==> config.mk <==
export PLATFORM = sky130hd
export DESIGN_NAME = branch_sequencer_flat
export DESIGN_NICKNAME = d
export VERILOG_FILES = /design/src/rtl/branch_sequencer_if.sv /design/src/rtl/branch_sequencer.sv /design/src/flat_wrapper.sv
export SDC_FILE = /design/constraint.sdc
export NUM_CORES = 1
export LEC_CHECK = 0
export BUFFER_PORTS_ARGS = -buffer_cell sky130_fd_sc_hd__buf_2
export CELL_PAD_IN_SITES_DETAIL_PLACEMENT = 1
export CELL_PAD_IN_SITES_GLOBAL_PLACEMENT = 1
export CORE_ASPECT_RATIO = 1.2
export CORE_MARGIN = 3
export CORE_UTILIZATION = 28
export CTS_BUF_LIST = sky130_fd_sc_hd__clkbuf_8 sky130_fd_sc_hd__clkbuf_16
export CTS_CLUSTER_SIZE = 16
export DETAILED_ROUTE_END_ITERATION = 10
export PLACE_DENSITY = 0.85
export SLEW_MARGIN = 30
export SYNTH_ARGS = -nofsm -noshare
export SYNTH_HDL_FRONTEND = slang
export SYNTH_SLANG_ARGS = --single-unit
==> constraint.sdc <==
create_clock -name clock -period 1.85 [get_ports clock]
set_clock_uncertainty 0.15 [all_clocks]
set_input_delay 0.2775 -clock clock [delete_from_list [all_inputs] [get_ports clock]]
set_output_delay 0.2775 -clock clock [all_outputs]
set_load 0.005 [all_outputs]
==> src/rtl/branch_sequencer_if.sv <==
// Handshake and datapath-control bundle between the top-level instruction
// sequencer (master) and the branch-class control sequencer (slave).
interface branch_sequencer_if #(
    parameter int unsigned DATA_WIDTH = 64
);
    logic                  start;
    logic [31:0]           instruction;
    logic [3:0]            status;
    logic                  alu_zero;
    logic [30:0]           controlword;
    logic [DATA_WIDTH-1:0] K;
    logic                  busy;
    logic                  done;
    logic                  taken;
    logic                  illegal;

    modport master (
        output start, instruction, status, alu_zero,
        input  controlword, K, busy, done, taken, illegal
    );

    modport slave (
        input  start, instruction, status, alu_zero,
        output controlword, K, busy, done, taken, illegal
    );
endinterface

==> src/rtl/branch_sequencer.sv <==
// Multi-cycle LEGv8 branch-class control sequencer (B, BL, CBZ, CBNZ, BR).
// Optional B.cond decode/evaluation is enabled by defining BRANCH_COND_EN.
module branch_sequencer #(
    parameter int unsigned DATA_WIDTH = 64,
    parameter logic [4:0]  LINK_REG   = 5'd30
) (
    input  logic              clock,
    input  logic              reset_n,
    branch_sequencer_if.slave bus
);

    localparam int unsigned OP6_W  = 6;
    localparam int unsigned OP8_W  = 8;
    localparam int unsigned OP11_W = 11;
    localparam int unsigned REG_W  = 5;

    localparam logic [OP6_W-1:0]  OP_B     = 6'b000101;
    localparam logic [OP6_W-1:0]  OP_BL    = 6'b100101;
    localparam logic [OP8_W-1:0]  OP_CBZ   = 8'b10110100;
    localparam logic [OP8_W-1:0]  OP_CBNZ  = 8'b10110101;
    localparam logic [OP8_W-1:0]  OP_BCOND = 8'b01010100;
    localparam logic [OP11_W-1:0] OP_BR    = 11'b11010110000;

    localparam logic [1:0] PSEL_HOLD = 2'b00;
    localparam logic [1:0] PSEL_INC  = 2'b01;
    localparam logic [1:0] PSEL_REG  = 2'b10;
    localparam logic [1:0] PSEL_REL  = 2'b11;

    localparam logic [4:0] FSEL_PASS_A = 5'b00100;
    localparam logic [4:0] REG_ZR      = 5'd31;

    typedef struct packed {
        logic [1:0] psel;
        logic [4:0] da;
        logic [4:0] sa;
        logic [4:0] sb;
        logic [4:0] fsel;
        logic       reg_w;
        logic       ram_w;
        logic       en_mem;
        logic       en_alu;
        logic       en_b;
        logic       en_pc;
        logic       b_sel;
        logic       pc_sel;
        logic       sl;
    } ctrl_t;

    localparam ctrl_t CW_NOP = '{
        psel: PSEL_HOLD, da: REG_ZR, sa: REG_ZR, sb: REG_ZR, fsel: 5'd0,
        reg_w: 1'b0, ram_w: 1'b0, en_mem: 1'b0, en_alu: 1'b0, en_b: 1'b0,
        en_pc: 1'b0, b_sel: 1'b0, pc_sel: 1'b0, sl: 1'b0
    };

    typedef enum logic [2:0] {
        S_IDLE     = 3'd0,
        S_LINK     = 3'd1,
        S_TEST     = 3'd2,
        S_BRANCH   = 3'd3,
        S_BRREG    = 3'd4,
        S_NOTTAKEN = 3'd5,
        S_ILLEGAL  = 3'd6
    } state_t;

    state_t                state_q, state_d;
    logic [DATA_WIDTH-1:0] k_q, k_d;
    logic [REG_W-1:0]      reg_q, reg_d;
    logic                  cbnz_q, cbnz_d;

    state_t                dec_state_c;
    logic [DATA_WIDTH-1:0] dec_k_c;
    logic [REG_W-1:0]      dec_reg_c;
    logic                  dec_cbnz_c;
    logic                  accept_c;
    logic                  test_taken_c;

    ctrl_t                 cw_c;
    logic                  busy_c;
    logic                  done_c;
    logic                  taken_c;
    logic                  illegal_c;

`ifdef BRANCH_COND_EN
    // LEGv8 condition evaluation; status is {N,Z,C,V}.
    function automatic logic cond_true(input logic [3:0] cond, input logic [3:0] nzcv);
        logic n, z, c, v, base;
        n = nzcv[3];
        z = nzcv[2];
        c = nzcv[1];
        v = nzcv[0];
        unique case (cond[3:1])
            3'd0:    base = z;
            3'd1:    base = c;
            3'd2:    base = n;
            3'd3:    base = v;
            3'd4:    base = c & ~z;
            3'd5:    base = (n == v);
            3'd6:    base = ~z & (n == v);
            default: base = 1'b1;
        endcase
        cond_true = (cond[3:1] == 3'd7) ? 1'b1 : (base ^ cond[0]);
    endfunction
`endif

    // Instruction decode: first state, offset and register field of an accepted word.
    always_comb begin : decode
        dec_state_c = S_ILLEGAL;
        dec_k_c     = '0;
        dec_reg_c   = bus.instruction[4:0];
        dec_cbnz_c  = 1'b0;
        if (bus.instruction[31:26] == OP_B) begin
            dec_state_c = S_BRANCH;
            dec_k_c     = DATA_WIDTH'($signed(bus.instruction[25:0]));
        end else if (bus.instruction[31:26] == OP_BL) begin
            dec_state_c = S_LINK;
            dec_k_c     = DATA_WIDTH'($signed(bus.instruction[25:0]));
        end else if (bus.instruction[31:24] == OP_CBZ || bus.instruction[31:24] == OP_CBNZ) begin
            dec_state_c = S_TEST;
            dec_k_c     = DATA_WIDTH'($signed(bus.instruction[23:5]));
            dec_cbnz_c  = (bus.instruction[31:24] == OP_CBNZ);
`ifdef BRANCH_COND_EN
        end else if (bus.instruction[31:24] == OP_BCOND) begin
            dec_state_c = cond_true(bus.instruction[3:0], bus.status) ? S_BRANCH : S_NOTTAKEN;
            dec_k_c     = DATA_WIDTH'($signed(bus.instruction[23:5]));
`endif
        end else if (bus.instruction[31:21] == OP_BR) begin
            dec_state_c = S_BRREG;
            dec_reg_c   = bus.instruction[9:5];
        end
    end

    // State and latched-field registers.
    always_ff @(posedge clock or negedge reset_n) begin : state_reg
        if (!reset_n) begin
            state_q <= S_IDLE;
            k_q     <= '0;
            reg_q   <= '0;
            cbnz_q  <= 1'b0;
        end else begin
            state_q <= state_d;
            k_q     <= k_d;
            reg_q   <= reg_d;
            cbnz_q  <= cbnz_d;
        end
    end

    // Next state; a start in a done cycle chains straight into the next instruction.
    always_comb begin : next_state
        state_d      = state_q;
        k_d          = k_q;
        reg_d        = reg_q;
        cbnz_d       = cbnz_q;
        accept_c     = bus.start && ((state_q == S_IDLE) || done_c);
        test_taken_c = cbnz_q ? ~bus.alu_zero : bus.alu_zero;
        unique case (state_q)
            S_IDLE:     state_d = S_IDLE;
            S_LINK:     state_d = S_BRANCH;
            S_TEST:     state_d = test_taken_c ? S_BRANCH : S_NOTTAKEN;
            S_BRANCH,
            S_BRREG,
            S_NOTTAKEN,
            S_ILLEGAL:  state_d = S_IDLE;
            default:    state_d = S_IDLE;
        endcase
        if (accept_c) begin
            state_d = dec_state_c;
            k_d     = dec_k_c;
            reg_d   = dec_reg_c;
            cbnz_d  = dec_cbnz_c;
        end
    end

    // Control outputs depend only on state and latched fields, never on start.
    always_comb begin : outputs
        cw_c      = CW_NOP;
        busy_c    = (state_q != S_IDLE);
        done_c    = 1'b0;
        taken_c   = 1'b0;
        illegal_c = 1'b0;
        unique case (state_q)
            S_LINK: begin
                cw_c.psel  = PSEL_HOLD;
                cw_c.da    = LINK_REG;
                cw_c.reg_w = 1'b1;
                cw_c.en_pc = 1'b1;
            end
            S_TEST: begin
                cw_c.sa   = reg_q;
                cw_c.fsel = FSEL_PASS_A;
            end
            S_BRANCH: begin
                cw_c.psel   = PSEL_REL;
                cw_c.pc_sel = 1'b1;
                cw_c.en_alu = 1'b1;
                done_c      = 1'b1;
                taken_c     = 1'b1;
            end
            S_BRREG: begin
                cw_c.sa   = reg_q;
                cw_c.psel = PSEL_REG;
                done_c    = 1'b1;
                taken_c   = 1'b1;
            end
            S_NOTTAKEN: begin
                cw_c.psel = PSEL_INC;
                done_c    = 1'b1;
            end
            S_ILLEGAL: begin
                cw_c.psel = PSEL_INC;
                done_c    = 1'b1;
                illegal_c = 1'b1;
            end
            default: cw_c = CW_NOP;
        endcase
    end

    assign bus.controlword = cw_c;
    assign bus.K           = k_q;
    assign bus.busy        = busy_c;
    assign bus.done        = done_c;
    assign bus.taken       = taken_c;
    assign bus.illegal     = illegal_c;

endmodule

==> src/flat_wrapper.sv <==
// flat-port wrapper written by rule: the top's interface ports become plain ports
module branch_sequencer_flat 
#(
    parameter int unsigned DATA_WIDTH = 64,
    parameter logic [4:0]  LINK_REG   = 5'd30
)
  (clock, reset_n, bus_start, bus_instruction, bus_status, bus_alu_zero, bus_controlword, bus_K, bus_busy, bus_done, bus_taken, bus_illegal);
  branch_sequencer_if #(.DATA_WIDTH(DATA_WIDTH)) bus_i ();
  input  logic clock;
  input  logic reset_n;
  input wire logic [$bits(bus_i.start)-1:0] bus_start;
  input wire logic [$bits(bus_i.instruction)-1:0] bus_instruction;
  input wire logic [$bits(bus_i.status)-1:0] bus_status;
  input wire logic [$bits(bus_i.alu_zero)-1:0] bus_alu_zero;
  output wire logic [$bits(bus_i.controlword)-1:0] bus_controlword;
  output wire logic [$bits(bus_i.K)-1:0] bus_K;
  output wire logic [$bits(bus_i.busy)-1:0] bus_busy;
  output wire logic [$bits(bus_i.done)-1:0] bus_done;
  output wire logic [$bits(bus_i.taken)-1:0] bus_taken;
  output wire logic [$bits(bus_i.illegal)-1:0] bus_illegal;
  assign bus_i.start = bus_start;
  assign bus_i.instruction = bus_instruction;
  assign bus_i.status = bus_status;
  assign bus_i.alu_zero = bus_alu_zero;
  assign bus_controlword = bus_i.controlword;
  assign bus_K = bus_i.K;
  assign bus_busy = bus_i.busy;
  assign bus_done = bus_i.done;
  assign bus_taken = bus_i.taken;
  assign bus_illegal = bus_i.illegal;
  branch_sequencer #(.DATA_WIDTH(DATA_WIDTH), .LINK_REG(LINK_REG)) u_core (.clock(clock), .reset_n(reset_n), .bus(bus_i));
endmodule
; Yosys cells after proc, flatten, opt, wreduce, memory -nomap -nowiden
; Cells that the tools add are included.
[word_totals]
reg_bits = 73
inputBits = 40
word_cells = 52
[classes]
n_eq_ne = 11
mux = 27
bitwise = 1
n_reduce_logical = 9
[ops]
columns = op, n
row1 = $mux W64, 3
row2 = $mux W5, 5
row3 = $mux W3, 6
row4 = $eq A8 B8 Y1 const B, 2
row5 = $eq A11 B11 Y1 const B, 1
row6 = $mux W1, 10
row7 = $eq A3 B3 Y1 const B, 3
row8 = $eq A3 B2 Y1 const B, 2
row9 = $eq A6 B3 Y1 const B, 1
row10 = $eq A6 B6 Y1 const B, 1
row11 = $pmux W2 S3, 1
row12 = $pmux W3 S2, 1
row13 = $reduce_or A2 Y1, 3
row14 = $reduce_or A4 Y1, 1
row15 = $eq A3 B1 Y1 const B, 1
row16 = $logic_not A3 Y1, 1
row17 = $reduce_bool A3 Y1, 1
row18 = $logic_or A1 B1 Y1, 2
row19 = $mux W2, 1
row20 = $logic_and A1 B1 Y1, 1
row21 = $not A1 Y1, 1

; Depth between registers and ports, before layout
; Gate-level depths: netlist (run 1).
[depth]
depth_word = 6
ltp_mapped = 7

; Worst setup path before layout (run 1)
; No wires, ideal clock.
[synth_path]
path_kind = reg2reg
from = register u_core.state_q[1]
to = register u_core.k_q[10] (netlist: u_core.bus.K[10])
setup_time_ps = 126
t_arrival_ps = 1672
path_slack_ps = -98
path_stages_with_launch = 8
period_less_slack_ps = 1948
cell_sequence = dfrtp_1 buf_6 or3b_4 o211a_4 and2_4 buf_6 buf_6 a221o_1
[synth_via]
elab_chain_len = 5
word_cells_on_any_way = 9
[synth_rtl]
columns = item, line
row1 = "start, declared", branch_sequencer.sv:65  ; state_t state_q, state_d;
row2 = "start signal, assigned", branch_sequencer.sv:140  ; state_q <= state_d;
row3 = $eq A3 B2 Y1 / $eq A3 B3 Y1 (equally long branches), branch_sequencer.sv:180  ; unique case (state_q)
row4 = $reduce_or A4 Y1 (no line), --
row5 = $mux W1, branch_sequencer.sv:180
row6 = $logic_or A1 B1 Y1 *, branch_sequencer.sv:153  ; accept_c = bus.start && ((state_q == S_IDLE) || done_c);
row7 = $logic_and A1 B1 Y1 *, branch_sequencer.sv:153
row8 = "end signal, assigned", branch_sequencer.sv:141  ; k_q <= k_d;
row9 = "end, declared", branch_sequencer.sv:66  ; logic [DATA_WIDTH-1:0] k_q, k_d;
; Mark *: on every way between the ends. The rest lies on a longest branch, timed or not.
; A chain may end at the register's enable or synchronous reset.

; Final worst setup path (run 1)
[layout_path]
from = register u_core.state_q[1]
to = register u_core.k_q[5] (netlist: u_core.bus.K[5])
; Same word-level chain as after synthesis.

==> run_results.csv, run 1 <==
group,metric,value,unit
clock_network,clock_path_buffers,2,
power,p_seq_frac,0.260,
worst_setup_path,crit_start,"u_core.state_q[1]",
synthesis,yosys_warnings,0,
power,p_sw,0.00157,W
drt,vias,2002,
grt,grt_first_pass_wirelength,9840,µm
drt,detail_route.wl_per_cell,15.8,µm
synthesis,synth_top_family_by_area,"buffers and inverters",
grt,grt-ovfl-total,0,
sta,hold_viol,0,
synthesis,synth-seq-area-share,0.392,
synthesis,synthMuxAreaShare,0.0224,
sta,period_needed,1.89,ns
synthesis,synthDistinctLibCells,39,
worst_hold_path,min_path_type,"in2reg",
cells_and_area,fin_util,0.386,
synthesis,synthesis.area,2240,µm²
sta,grt_setup_unrepaired,"true",
cells_and_area,multi_input_area,977,µm²
worst_setup_path,endpoint,"u_core.bus.K[5]",
power,p_clk_frac,0.167,
synthesis,synth_edf_count,0,
drt,final_antenna_net_count,0,
drt,dr.first_iter.drc_count,73,
power,p_sw_frac,0.377,
drt,viasPerCell,4.85,
clock_network,insertion_delay,0.29,ns
worst_setup_path,arrival,1.92,ns
drt,drc,0,
cells_and_area,fillers,931,
synthesis,yosys.area_share.simple,0.166,
sta,final.setup.worst_slack,-0.0427,ns
place,place.gp.congestion,0.809,
floorplan,core,7710,µm²
worst_setup_path,worst-setup-path-type,"reg2reg",
run_status,status,"finished, violations left",
worst_setup_path,end_kind,"register",
floorplan,die_w,87.6,µm
drt,drt_wl_total,6540,µm
synthesis,synthAdderAreaFrac,0,
grt,grt_usage,0.134,
worst_setup_path,required,1.87,ns
worst_setup_path,reg2reg_slack,-0.04,ns
synthesis,synth_top_area_share,0.392,
sta,timing.fmax,528,MHz
synthesis,synthXorXnorAreaFrac,0.0157,
floorplan,ios,139,
power,total_power,0.00416,W
synthesis,synth_compound_area_frac,0.157,
synthesis,synth-async-reset-ratio,1.00,
clock_network,clock_sinks,35,
clock_network,htreeDepth,2,
synthesis,yosys-top-cells-area,"dfrtp_1 39%, buf_4 20%, a221o_1 8.1%",
power,ir_worst_vdd,0.564,mV
sta,tns,-0.548,ns
synthesis,synthTopCellsByCount,"60 x buf_4, 35 x dfrtp_1, 22 x nor2_1, 18 x a221o_1, 18 x and3_1",
worst_hold_path,min_from,"bus_instruction[20]",
worst_setup_path,cp-start-kind,"register",
drt,drt_pass1_iterations,4,
floorplan,die_h,104,µm
sta,finalSetupViolCount,29,
worst_setup_path,cp_max_fo,15,
synthesis,synth_area_per_cell,9.81,µm²
power,combPwrFrac,0.572,
synthesis,syn_inst,228,
cells_and_area,drive_gt1_frac,0.542,
clock_network,cts_inserted_buffers,5,
sta,final_max_slew_viol_count,0,
place,place_ws,-0.0360,ns
synthesis,synth-seq-cells,35,
grt,grt_max_degree,40,
cells_and_area,diodes,0,
floorplan,start_util,0.290,
cells_and_area,nets,360,
clock_network,root_buffer,"clkbuf_8",
run_status,violations,"setup timing",
worst_setup_path,rr_worst_depth,5,
floorplan,dieArea,9100,µm²
power,p_int,0.00259,W
synthesis,yosys_most_used_dff,"dfrtp_1",
worst_setup_path,r2r_end,"u_core.bus.K[5]",
worst_setup_path,r2r-start,"u_core.state_q[1]",
cells_and_area,seqCellArea,877,µm²
cells_and_area,syn_to_final_growth,33.1,%
synthesis,synth_top_area_cell,"dfrtp_1",
grt,grt_pass1_vias,1920,
sta,post-route-period-util,1.02,
synthesis,synth_most_common_cell,"buf_4",
job,maxCapViolCount,0,
place,place_hpwl,4960,µm
floorplan,num_rows,35,
power,powerDensity,1400,nW/µm²
clock_network,cts_tree,"built",
grt,grt_antenna_before_repair,0,
clock_network,cts.reportedPaths.clkPinSlew,0.08,ns
place,io_buffer_count,116,
power,power.leakage,1.61,nW
-- what timing repair did --
| item | in CTS | in global routing |
|---|---|---|
| endpoints found under the setup margin | 10 | 41 |
| setup buffers | 4 | 4 |
| hold buffers | 1 | 0 |
| pin swaps | 3 | 5 |
| gates resized for setup | 15 | 16 |
| hold endpoints to repair | 35 | 0 |
-- cell families after synthesis --
kind of cell / after synthesis
buf+inv: 77
simple gates: 64
compound gates: 41
flops: 35
mux: 5
xor+xnor: 4
other cells: 2
-- per-stage QoR --
step / instance area, µm² / hold WS, ns / instances
after floorplan: 2300 / -0.168 / 244
after global placement: 2650 / 0.189 / 396
after detailed placement: 2650 / 0.203 / 396
after CTS: 2870 / 0.0674 / 409
after global routing: 2980 / 0.0729 / 413
final: 2980 / 0.0806 / 413
-- sequential cells by signal (all words and copies together) (netlist names) --
name,count
u_core.bus.K,26
u_core.cbnz_q,1
u_core.reg_q,5
u_core.state_q,3
-- power by group through the flow --
stage                     combinational [W]  clock [W]  sequential [W]
after floorplan                     0.00147          0         0.00114
after global placement              0.00198          0         0.00107
after detailed placement            0.00205          0         0.00108
after CTS                           0.00225   0.000716         0.00109
after global routing                0.00262   0.000742         0.00111
final                               0.00238   0.000696         0.00108
-- routing by layer --
layer	up-vias	global-route usage	part of all wire
met4	0	0.0417	0.012
met3	7	0.0325	0.088
met5	-	0	0
met1	988	0.160	0.40
met2	91	0.231	0.50
li1	916	-	-
-- how the worst min path moves through the flow --
stage | end | slack [ns] | depth (start not counted)
2_1_floorplan | u_core.bus.K[0] | -0.17 | 0
3_3_place_gp | u_core.bus.K[21] | 0.19 | 2
5_1_grt | u_core.bus.K[20] | 0.07 | 2
4_1_cts | u_core.bus.K[20] | 0.07 | 2
6_report | u_core.bus.K[20] | 0.08 | 2
3_5_place_dp | u_core.bus.K[16] | 0.20 | 2
-- cells in the final DEF, fill, tap and decap left out, types with 2 or more instances in the layout --
master,count
and3_4,8
conb_1,18
a221oi_1,7
buf_6,10
clkbuf_8,5
mux2i_1,5
nand2_1,5
nor2_1,21
inv_1,2
and2_4,2
or3_4,2
o21ai_0,2
buf_12,4
a21oi_1,6
or3_1,5
a221o_1,18
buf_2,113
dfrtp_1,34
and3_1,10
buf_4,15
xor2_1,2
-- final cells by class --
cell class,count,share of cell area
Timing Repair Buffer,143,0.296
Inverter,3,0.00462
Sequential cell,35,0.295
Tap cell,92,0.0387
Clock inverter,3,0.0147
Multi-Input combinational cell,132,0.328
Clock buffer,5,0.0231
-- worst max-delay path, cell delays in order (launching register included) --
cell	delay (ns)
dfrtp_2	0.45
or3b_4	0.42
o211a_4	0.18
buf_12	0.15
and3_4	0.16
a221o_1	0.26
No activity file was read; power rests on OpenSTA's default activity.
==> inputs of run 2 (changes only) <==
==> constraint.sdc (replaced) <==
create_clock -name clock -period 1.85 [get_ports clock]
set_clock_uncertainty 0.15 [all_clocks]
set_input_delay 0.37 -clock clock [delete_from_list [all_inputs] [get_ports clock]]
set_output_delay 0.37 -clock clock [all_outputs]
set_load 0.005 [all_outputs]
==> run_results.csv, run 2 (synthesized netlist as in run 1, its figures left out) <==
group,metric,value,unit
drt,drt_wl_total,6670,µm
clock_network,clock_sinks,35,
drt,vias,2002,
sta,timing.fmax,509,MHz
worst_setup_path,cp_max_fo,5,
floorplan,ios,139,
sta,grt_setup_unrepaired,"true",
worst_setup_path,worst-setup-path-type,"reg2out",
cells_and_area,nets,359,
cells_and_area,drive_gt1_frac,0.516,
clock_network,insertion_delay,0.28,ns
sta,finalSetupViolCount,31,
clock_network,htreeDepth,2,
worst_setup_path,required,1.33,ns
run_status,violations,"setup timing",
power,powerDensity,1410,nW/µm²
job,maxCapViolCount,0,
grt,grt_max_degree,40,
worst_hold_path,min_path_type,"in2reg",
place,io_buffer_count,116,
place,place_hpwl,5160,µm
cells_and_area,syn_to_final_growth,29.4,%
cells_and_area,diodes,0,
drt,drc,0,
floorplan,dieArea,9100,µm²
floorplan,die_h,104,µm
worst_setup_path,cp-start-kind,"register",
cells_and_area,largest_reg_flops,26,
drt,dr.first_iter.drc_count,101,
grt,grt-ovfl-total,0,
floorplan,core,7710,µm²
power,power.leakage,1.60,nW
drt,drt_pass1_iterations,4,
drt,detail_route.wl_per_cell,16.2,µm
clock_network,root_buffer,"clkbuf_8",
worst_setup_path,slowest_delay,0.44,ns
sta,post-route-period-util,1.06,
grt,grt_first_pass_wirelength,10200,µm
worst_setup_path,arrival,1.45,ns
sta,period_needed,1.97,ns
clock_network,cts_inserted_buffers,5,
sta,hold_viol,0,
drt,final_antenna_net_count,0,
worst_setup_path,slowest_stage,"dfrtp_2",
run_status,status,"finished, violations left",
place,place.gp.congestion,0.768,
worst_setup_path,path_cells,"buf_6 -> xnor2_4 -> or3_1 -> buf_2",
drt,viasPerCell,4.86,
cells_and_area,fin_util,0.375,
worst_setup_path,end_kind,"output port",
cells_and_area,layout_common_cells,"115 x buf_2, 34 x dfrtp_1, 22 x nor2_1",
cells_and_area,fillers,925,
cells_and_area,final_cells,412,
floorplan,die_w,87.6,µm
clock_network,clock_path_buffers,2,
place,post-place-cells,397,
clock_network,cts.reportedPaths.clkPinSlew,0.08,ns
floorplan,num_rows,35,
sta,final.setup.worst_slack,-0.115,ns
grt,grt_antenna_before_repair,0,
floorplan,start_util,0.290,
cells_and_area,final_common_cell,"buf_2",
grt,grt_usage,0.140,
place,place_area,2650,µm²
power,ir_worst_vdd,0.442,mV
grt,grt_pass1_vias,1961,
sta,final_max_slew_viol_count,0,
clock_network,cts_tree,"built",
cells_and_area,final_area,2890,µm²
run 2: what timing repair did:
item	4_1_cts	5_1_grt
gates cloned	0	0
gates resized for setup	16	6
endpoints found under the hold margin	18	0
setup endpoints to repair	13	49
hold buffers	1	0
setup buffers	6	0
pin swaps	3	3
run 2: final cells by class:
class / instances / area, µm² / area share
clock buffers: 5 / 68.8 / 0.0238
clock inverters: 3 / 43.8 / 0.0151
inverters: 3 / 16.3 / 0.00562
multi-input cells: 132 / 925 / 0.319
flip-flops and latches: 35 / 877 / 0.303
well taps: 92 / 115 / 0.0398
repair buffers: 142 / 848 / 0.293
run 2: power by group:
part           internal, W  total [W]  switching (W)
clock             0.000401   0.000685       0.000283
sequential        0.000956    0.00109       0.000134
combinational      0.00116    0.00230        0.00114
run 2: per-layer routing:
metal | wire length [µm] | GRT usage
met1 | 2660 | 0.175
met2 | 3350 | 0.245
met3 | 630 | 0.0341
met4 | 39 | 0.0252
met5 | 0 | 0
run 2: metrics by stage:
stage | total power [W] | setup WS, ns | hold WS [ns] | TNS (ns)
4_1_cts | 0.00408 | -0.116 | 0.170 | -1.34
3_5_place_dp | 0.00314 | -0.150 | 0.185 | -0.644
3_3_place_gp | 0.00306 | -0.0705 | 0.179 | -0.336
2_1_floorplan | 0.00261 | -0.0942 | -0.0756 | -1.10
6_report | 0.00407 | -0.115 | 0.173 | -1.60
5_1_grt | 0.00438 | -0.182 | 0.161 | -3.86
run 2: critical path: cells and delay by family, from the launching register on:
kind,cells,cell delay [ns]
XOR/XNOR,1,0.14
buffers and inverters,2,0.28
flip-flops,1,0.44
AND/OR/NAND/NOR,1,0.31
run 2: worst paths after layout:
check / startpoint / end / slack (ns) / cells after the start
min in group asynchronous: reset_n / u_core.bus.K[16] / 0.40 / 2
hold reg to reg: u_core.bus.K[23] / u_core.bus.K[23] / 0.35 / 2
hold / removal: bus_instruction[20] / u_core.bus.K[20] / 0.17 / 2
setup / recovery: u_core.state_q[1] / bus_controlword[22] / -0.12 / 4
max in group asynchronous: reset_n / u_core.state_q[1] / 0.52 / 3
setup reg to reg: u_core.state_q[1] / u_core.bus.K[14] / -0.06 / 6
